**config.mk**
```make
export PLATFORM = sky130hd
export DESIGN_NAME = mem_bus_responder
export DESIGN_NICKNAME = d
export VERILOG_FILES = /design/src/rtl/mem_bus_responder_pkg.sv /design/src/rtl/mem_bus_responder_sync2.sv /design/src/rtl/mem_bus_responder.sv
export SDC_FILE = /design/constraint.sdc
export NUM_CORES = 1
export LEC_CHECK = 0
export BUFFER_PORTS_ARGS = -buffer_cell sky130_fd_sc_hd__buf_2
export CELL_PAD_IN_SITES_DETAIL_PLACEMENT = 0
export CELL_PAD_IN_SITES_GLOBAL_PLACEMENT = 1
export CORE_MARGIN = 5
export CORE_UTILIZATION = 37
export CTS_CLUSTER_DIAMETER = 120
export DETAILED_ROUTE_END_ITERATION = 10
export GPL_ROUTABILITY_DRIVEN = 0
export PLACE_DENSITY_LB_ADDON = 0.1
export SLEW_MARGIN = 10
export SYNTH_ARGS = -nofsm -noshare
export SYNTH_HDL_FRONTEND = slang
export SYNTH_SLANG_ARGS = --single-unit
```
**constraint.sdc**
```tcl
create_clock -name clk -period 1.9 [get_ports clk]
set_input_delay 0 -clock clk [delete_from_list [all_inputs] [get_ports clk]]
set_output_delay 0 -clock clk [all_outputs]
set_load 0.005 [all_outputs]
```
**src/rtl/mem_bus_responder_pkg.sv**
```systemverilog
`timescale 1ns/1ps
`default_nettype none
// ============================================================================
// Module : mem_bus_responder_pkg
// Brief  : Shared FSM encoding, I/O address map and decode types.
// Rev    : 1.0  initial release
// ============================================================================
package mem_bus_responder_pkg;

  typedef enum logic [1:0] {
    ST_IDLE   = 2'd0,
    ST_RD_RAM = 2'd1,
    ST_RD_IO  = 2'd2,
    ST_DONE   = 2'd3
  } state_t;

  typedef enum logic [1:0] {
    SEL_COUNTER  = 2'd0,
    SEL_LEDS     = 2'd1,
    SEL_SWITCHES = 2'd2,
    SEL_NONE     = 2'd3
  } io_sel_t;

  localparam logic [15:0] IO_COUNTER  = 16'hFFF0;
  localparam logic [15:0] IO_LEDS     = 16'hFFF1;
  localparam logic [15:0] IO_SWITCHES = 16'hFFF2;
  localparam int          LED_W       = 10;

endpackage
`default_nettype wire

```
**src/rtl/mem_bus_responder_sync2.sv**
```systemverilog
`timescale 1ns/1ps
`default_nettype none
// ============================================================================
// Module : mem_bus_responder_sync2
// Brief  : Two-flop synchroniser for asynchronous level inputs.
// Rev    : 1.0  initial release
// ============================================================================
module mem_bus_responder_sync2 #(
  parameter int WIDTH = 1
) (
  input  logic             clk,
  input  logic             reset,
  input  logic [WIDTH-1:0] d,
  output logic [WIDTH-1:0] q
);

  logic [WIDTH-1:0] r_meta;

  always_ff @(posedge clk) begin
    if (reset) begin
      r_meta <= '0;
      q      <= '0;
    end else begin
      r_meta <= d;
      q      <= r_meta;
    end
  end

endmodule
`default_nettype wire

```
**src/rtl/mem_bus_responder.sv**
```systemverilog
`timescale 1ns/1ps
`default_nettype none
// ============================================================================
// Module : mem_bus_responder
// Brief  : Memory-bus responder: external sync RAM plus counter/LED/switch I/O.
// Rev    : 1.0  initial release
// ============================================================================
module mem_bus_responder
  import mem_bus_responder_pkg::*;
#(
  parameter int WIDTH  = 16,
  parameter int RAM_AW = 10
) (
  input  logic              clk,
  input  logic              reset,
  input  logic              memRead,
  input  logic              memWrite,
  input  logic [WIDTH-1:0]  memAdr,
  input  logic [WIDTH-1:0]  writeData,
  output logic [WIDTH-1:0]  readData,
  output logic              memReady,
  output logic [RAM_AW-1:0] ramAdr,
  output logic              ramWe,
  output logic [WIDTH-1:0]  ramWData,
  input  logic [WIDTH-1:0]  ramRData,
  input  logic [LED_W-1:0]  switches,
  output logic [LED_W-1:0]  leds,
  output logic              errFlag
);

  state_t           r_state, w_state_nxt;
  io_sel_t          w_io_sel;
  logic [WIDTH-1:0] r_counter, r_io_data, w_io_value;
  logic [LED_W-1:0] w_sw_sync;
  logic             w_is_ram, w_ram_we, w_led_we, w_io_load;
  logic             w_rd_ram, w_rd_io, w_err_set, w_ready;

  mem_bus_responder_sync2 #(.WIDTH(LED_W)) u_sync2 (
    .clk   (clk),
    .reset (reset),
    .d     (switches),
    .q     (w_sw_sync)
  );

  assign w_is_ram = ((memAdr >> RAM_AW) == '0);
  assign ramAdr   = memAdr[RAM_AW-1:0];
  assign ramWData = writeData;
  assign ramWe    = w_ram_we & ~reset;
  assign memReady = w_ready;

  always_comb begin
    w_io_sel = SEL_NONE;
    if (memAdr == WIDTH'(IO_COUNTER))       w_io_sel = SEL_COUNTER;
    else if (memAdr == WIDTH'(IO_LEDS))     w_io_sel = SEL_LEDS;
    else if (memAdr == WIDTH'(IO_SWITCHES)) w_io_sel = SEL_SWITCHES;
  end

  always_comb begin
    case (w_io_sel)
      SEL_COUNTER:  w_io_value = r_counter;
      SEL_LEDS:     w_io_value = WIDTH'(leds);
      SEL_SWITCHES: w_io_value = WIDTH'(w_sw_sync);
      default:      w_io_value = '0;
    endcase
  end

  always_ff @(posedge clk) begin
    if (reset) r_state <= ST_IDLE;
    else       r_state <= w_state_nxt;
  end

  always_comb begin
    w_state_nxt = r_state;
    w_ram_we    = 1'b0;
    w_led_we    = 1'b0;
    w_io_load   = 1'b0;
    w_rd_ram    = 1'b0;
    w_rd_io     = 1'b0;
    w_err_set   = 1'b0;
    w_ready     = 1'b0;
    case (r_state)
      ST_IDLE: begin
        if (memRead && memWrite) begin
          w_err_set   = 1'b1;
          w_state_nxt = ST_DONE;
        end else if (memRead) begin
          // I/O value is frozen at the sample edge so counter reads see that edge
          w_io_load   = 1'b1;
          w_state_nxt = w_is_ram ? ST_RD_RAM : ST_RD_IO;
        end else if (memWrite) begin
          w_ram_we    = w_is_ram;
          w_led_we    = (w_io_sel == SEL_LEDS);
          w_state_nxt = ST_DONE;
        end
      end
      ST_RD_RAM: begin
        w_rd_ram    = 1'b1;
        w_state_nxt = ST_DONE;
      end
      ST_RD_IO: begin
        w_rd_io     = 1'b1;
        w_state_nxt = ST_DONE;
      end
      default: begin
        w_ready     = 1'b1;
        w_state_nxt = ST_IDLE;
      end
    endcase
    if ((r_state != ST_IDLE) && (memRead || memWrite)) w_err_set = 1'b1;
  end

  always_ff @(posedge clk) begin
    if (reset) begin
      readData  <= '0;
      leds      <= '0;
      errFlag   <= 1'b0;
      r_counter <= '0;
      r_io_data <= '0;
    end else begin
      r_counter <= r_counter + WIDTH'(1);
      if (w_io_load) r_io_data <= w_io_value;
      if (w_rd_ram)     readData <= ramRData;
      else if (w_rd_io) readData <= r_io_data;
      if (w_led_we)  leds    <= writeData[LED_W-1:0];
      if (w_err_set) errFlag <= 1'b1;
    end
  end

endmodule
`default_nettype wire

```
==> Word level (Yosys, flattened, before mapping) <==
Index checks and enable logic that the tools add are counted.
{ "word_totals": {"reg_bits": 81, "latchBits": 0, "mem_bits_rw": 0, "rom_bits": 0, "in_bits": 62, "word_cells": 57, "memories": 0} }
{ "op_classes": {"addsub": 1, "mul": 0, "n_div": 0, "n_lt_le_gt_ge": 0, "n_eq_ne": 8, "shift": 0, "mux": 28, "bitwise": 2, "reduce_logical": 10} }
{ "op_table": {"columns": ["operator", "count"], "rows": [
  ["16-bit equality test, second input constant", 3],
  ["16-bit one-hot mux with 3 select lines", 1],
  ["16-bit 2-to-1 mux", 2],
  ["1-bit 2-to-1 mux", 18],
  ["16-bit by 1-bit adder with 16-bit output, second input constant", 1],
  ["16-bit logical NOT", 1],
  ["2-bit 2-to-1 mux", 6],
  ["2-bit by 1-bit equality test with 1-bit output, second input constant", 2],
  ["2-bit equality test, second input constant", 2],
  ["2-bit logical NOT", 2],
  ["4-bit inequality test, second input constant", 1],
  ["2-bit one-hot mux with 2 select lines", 1],
  ["2-bit nonzero test", 2],
  ["3-bit OR reduction", 1],
  ["1-bit logical AND", 2],
  ["2-bit OR reduction", 1],
  ["1-bit AND", 1],
  ["1-bit logical OR", 1],
  ["1-bit NOT", 1]
]} }

==> Longest topological paths before layout <==
{ "depth": {"word_depth": 9, "ltp_mapped": 7, "ltp_nobuf": 6} }

==> By module <==
Synthesis repeated with hierarchy kept, for this count alone.
{ "unflattened": {"hier_cells": 381, "area_unflattened_um2": 3545.9} }
{ "by_module_without_submodules": {"columns": ["mod", "n_inst", "cells_each", "area_each_um2", "seq_area_each_um2"], "rows": [
  ["mem_bus_responder", 1, 339, 2927.8, 1221.2],
  ["mem_bus_responder_sync2", 1, 42, 618.1, 400.4]
]} }

==> Worst setup path after synthesis <==
OpenSTA, ideal clock, no wires.
{ "synth_path": {"path_type": "register -> register", "start": "register r_state[0]", "end": "register r_io_data[5]", "arrival_ns": 1.578, "slack_ns": 0.227, "path_stages_with_launch": 8, "path_buffers": 1, "period_less_slack_ns": 1.673, "cell_sequence": "dfxtp_1 -> inv_1 -> ha_1 -> nand3b_1 -> clkbuf_1 -> nand2_1 -> a21boi_1 -> a221oi_1"} }
{ "synth_via": {"elab_chain_cells": 2} }
{ "synth_rtl": {"columns": ["item", "line", "text"], "rows": [
  ["start, declared", "mem_bus_responder.sv:31", "state_t r_state, w_state_nxt;"],
  ["start signal, assigned", "mem_bus_responder.sv:69", "else r_state <= w_state_nxt;"],
  ["2-bit logical NOT", "mem_bus_responder.sv:81", "case (r_state)"],
  ["1-bit 2-to-1 mux", "mem_bus_responder.sv:81", null],
  ["end signal, assigned", "mem_bus_responder.sv:121", "if (w_io_load) r_io_data <= w_io_value;"],
  ["end, declared", "mem_bus_responder.sv:33", "logic [WIDTH-1:0] r_counter, r_io_data, w_io_value;"]
]} }
Every way passes these cells.
A chain may end at the register's enable or synchronous reset.

==> Final worst setup path <==
{ "layout_path": {"start": "register r_counter[4]", "end": "register r_counter[15]"} }
{ "layout_via": {"elab_chain_cells": 1} }
{ "layout_rtl": {"columns": ["item", "line", "text"], "rows": [
  ["start, declared", "mem_bus_responder.sv:33", null],
  ["start signal, assigned", "mem_bus_responder.sv:120", "r_counter <= r_counter + WIDTH'(1);"],
  ["16-bit by 1-bit adder with 16-bit output", "mem_bus_responder.sv:120", null]
]} }
Every way passes these cells.

==> impl_metrics.yaml <==
cts:
  cts_tree: "built"
  htree_levels: 3
  cts.sinks: 81
  cts_buffer_depth: 2
  cts-buffers-inserted: 9
  clock_tree.root_cell: "clkbuf_8"
  cts.clk_slew.worst_paths_ns: 0.10
  clk_latency_ns: 0.36
final_layout:
  final_nets: 563
  fin_util_pct: 49.0
  instances_no_fill: 631
  num_antenna_cells: 0
  area_growth_pct: 28.9
  drive_above_1_share_pct: 27.5
sta:
  hold_violations: 0
  finClkSkew_ns: 0.0216
  worst_pin_slew_ns: 0.463
  max_slew_margin_pct: 69.0
  setup_ws_ns: 0.238
  min_period_ns: 1.66
  rsz0062_at_grt: "false"
  tns_ns: 0
  maxSlewViolCount: 0
  fin_hold_ws_ns: 0.00000226
  setup_viol: 0
  fmax_ghz: 0.602
  fin_crit_sh_pct: 87.5
routing:
  wl_per_cell_um: 14.2
  num_vias: 3010
  drtIter0Drc: 142
  routed_wl_um: 8950
  ant_nets: 0
  drc: 0
  detail_route.first_pass.iterations: 4
  via_per_inst: 4.77
synthesis:
  netlist_instances: 388
  syn_area_per_cell_um2: 9.10
  yosys.area.top_type: "dfxtp_1"
  synth_fp_nets: 454
  seq_area_frac_synth_pct: 45.9
  synth_flop_cell: "dfxtp_1"
  synth_top_area_share_pct: 45.9
  async_flop_share_pct: 0
  synth_warnings: 0
  synth.area.top_cells: "dfxtp_1 (46%), buf_4 (5.5%), mux2i_1 (4.5%)"
  yosysMostFrequentCell: "dfxtp_1"
  yosysUniqueCellTypes: 40
  syn_area_um2: 3530
  synth-seq-cells: 81
  synth_commonest_cells: "dfxtp_1 (81), nor2_1 (37), buf_4 (26)"
  synth_edf_count: 0
die:
  core_um2: 9280
  dieWidth_um: 108
  io_pins: 117
  die_h_um: 108
  die-area_um2: 11600
  rows: 35
  initial_core_util_pct: 38.0
run:
  maxCapViolations: 0
grt:
  grt_usage_pct: 15.9
  grt_max_degree: 64
  grt_overflow_total: 0
  grt_pass1_vias: 2851
  antenna_found_initial: 0
  grt_pass1_wl_um: 14500
setup_path:
  cp_cell_sequence: "nand4_1 -> nor4_1 -> a21oi_1 -> a31o_2"
  worstPathArrival_ns: 1.91
  path_class: "register to register"
  cpPeakStageDelay_ns: 0.47
  cp-end-kind: "register"
  critical-path-slowest-cell: "nor4_1"
  startpoint_type: "register"
  crit_required_ns: 2.15
  crit_fanout: 6
placement:
  post-place-ws_ns: 0.200
  io_buffers: 104
  dp_cells: 581
  dpl.hpwl_um: 6280
power:
  power_density_nw_per_um2: 954
  peakVddDrop_v: 0.000396
  p_leak_nw: 1.78
min_path:
  hold_class: "input pin to primary output"
outcome:
  status: "completed"
## through the flow
stage | instance area [um2] | total power [mW]
global placement | 4000 | 3.01
detailed placement | 4000 | 3.02
global route | 4550 | 4.62
floorplan | 3530 | 2.71
CTS | 4540 | 4.40
finish | 4550 | 4.34
## registers in the layout, indices dropped and copies added, names as in the netlist
name	flops
u_sync2.r_meta	10
readData	16
r_counter	16
u_sync2.q	10
r_state	2
r_io_data	16
errFlag	1
leds	10
## power by group
| part | total (mW) | internal (mW) | switching (mW) |
|---|---|---|---|
| combinational | 1.11 | 0.515 | 0.591 |
| sequential | 1.92 | 1.85 | 0.0743 |
| clock | 1.31 | 0.632 | 0.678 |
| total | 4.34 | 3.00 | 1.34 |
## kinds of logic (layout without fill, tap and decap cells)
group                      after synthesis  in the layout  share of synthesized area (%)
and+or+nand+nor                        137            137                           20.6
AOI/OAI and AO/OA                       86             86                           16.2
DFF                                     81             81                           45.9
buffers and inverters                   54            168                           8.83
muxes                                   16             16                           4.54
xor gates and xnor gates                10             10                           2.48
adders and majority gates                4              4                           1.42
## area by class of cell
cell class | count | area, um2
clock inverter | 7 | 83.8
timing repair buffer | 148 | 946
fill | 923 | 4740
inverter | 4 | 15.0
multi-input combinational | 253 | 1600
clock buffer | 9 | 124
sequential | 81 | 1620
tap | 129 | 161
## per-layer routing
| metal | wire, um | part of all wire, % | track usage [%] |
|---|---|---|---|
| met1 | 4440 | 50 | 22.3 |
| met2 | 4090 | 46 | 24.6 |
| met3 | 349 | 3.9 | 3.36 |
| met4 | 76 | 0.85 | 4.51 |
| met5 | 0 | 0 | 0 |
## worst max-delay path, delay by kind of cell (launching register included)
| kind | cells | cell delay, ns |
|---|---|---|
| flops | 1 | 0.46 |
| simple gates | 2 | 0.76 |
| compound gates | 2 | 0.33 |
## timing repair
item                       4_1_cts  5_1_grt
buffers inserted                 0        1
setup endpoints to repair        0        1
hold buffers                    33        0
hold endpoints to repair        33        0
resized for setup                0        0
## path summary, 6_finish.rpt
kind	depth (start not counted)	from	slack, ns	endpoint
setup / recovery	4	r_counter[4]	0.24	r_counter[15]
hold / removal	0	writeData[13]	0.000002	ramWData[13]
setup reg to reg	4	r_counter[4]	0.24	r_counter[15]
hold reg to reg	1	u_sync2.r_meta[8]	0.45	u_sync2.q[8]
## placed cells by master, fill, tap and decap left out, drive strengths merged
cell,instances
nand3b,2
a211oi,16
buf,115
o31ai,1
a21bo,1
mux2i,16
clkinvlp,1
dfxtp,81
inv,8
ha,4
dlygate4sd3,33
a21boi,10
clkinv,1
nor3,7
nor4,8
or4,2
clkbuf,9
nand3,23
nor2b,21
a22oi,10
nand2b,2
xor2,2
a31o,2
a21oi,24
nand4,5
o21ai,12
and3,1
bufinv,1
xnor2,8
a221oi,10
or3,2
nor2,37
or4b,2
nor3b,1
and3b,1
nand2,23
Note: power is estimated with default switching activity, not from simulation.
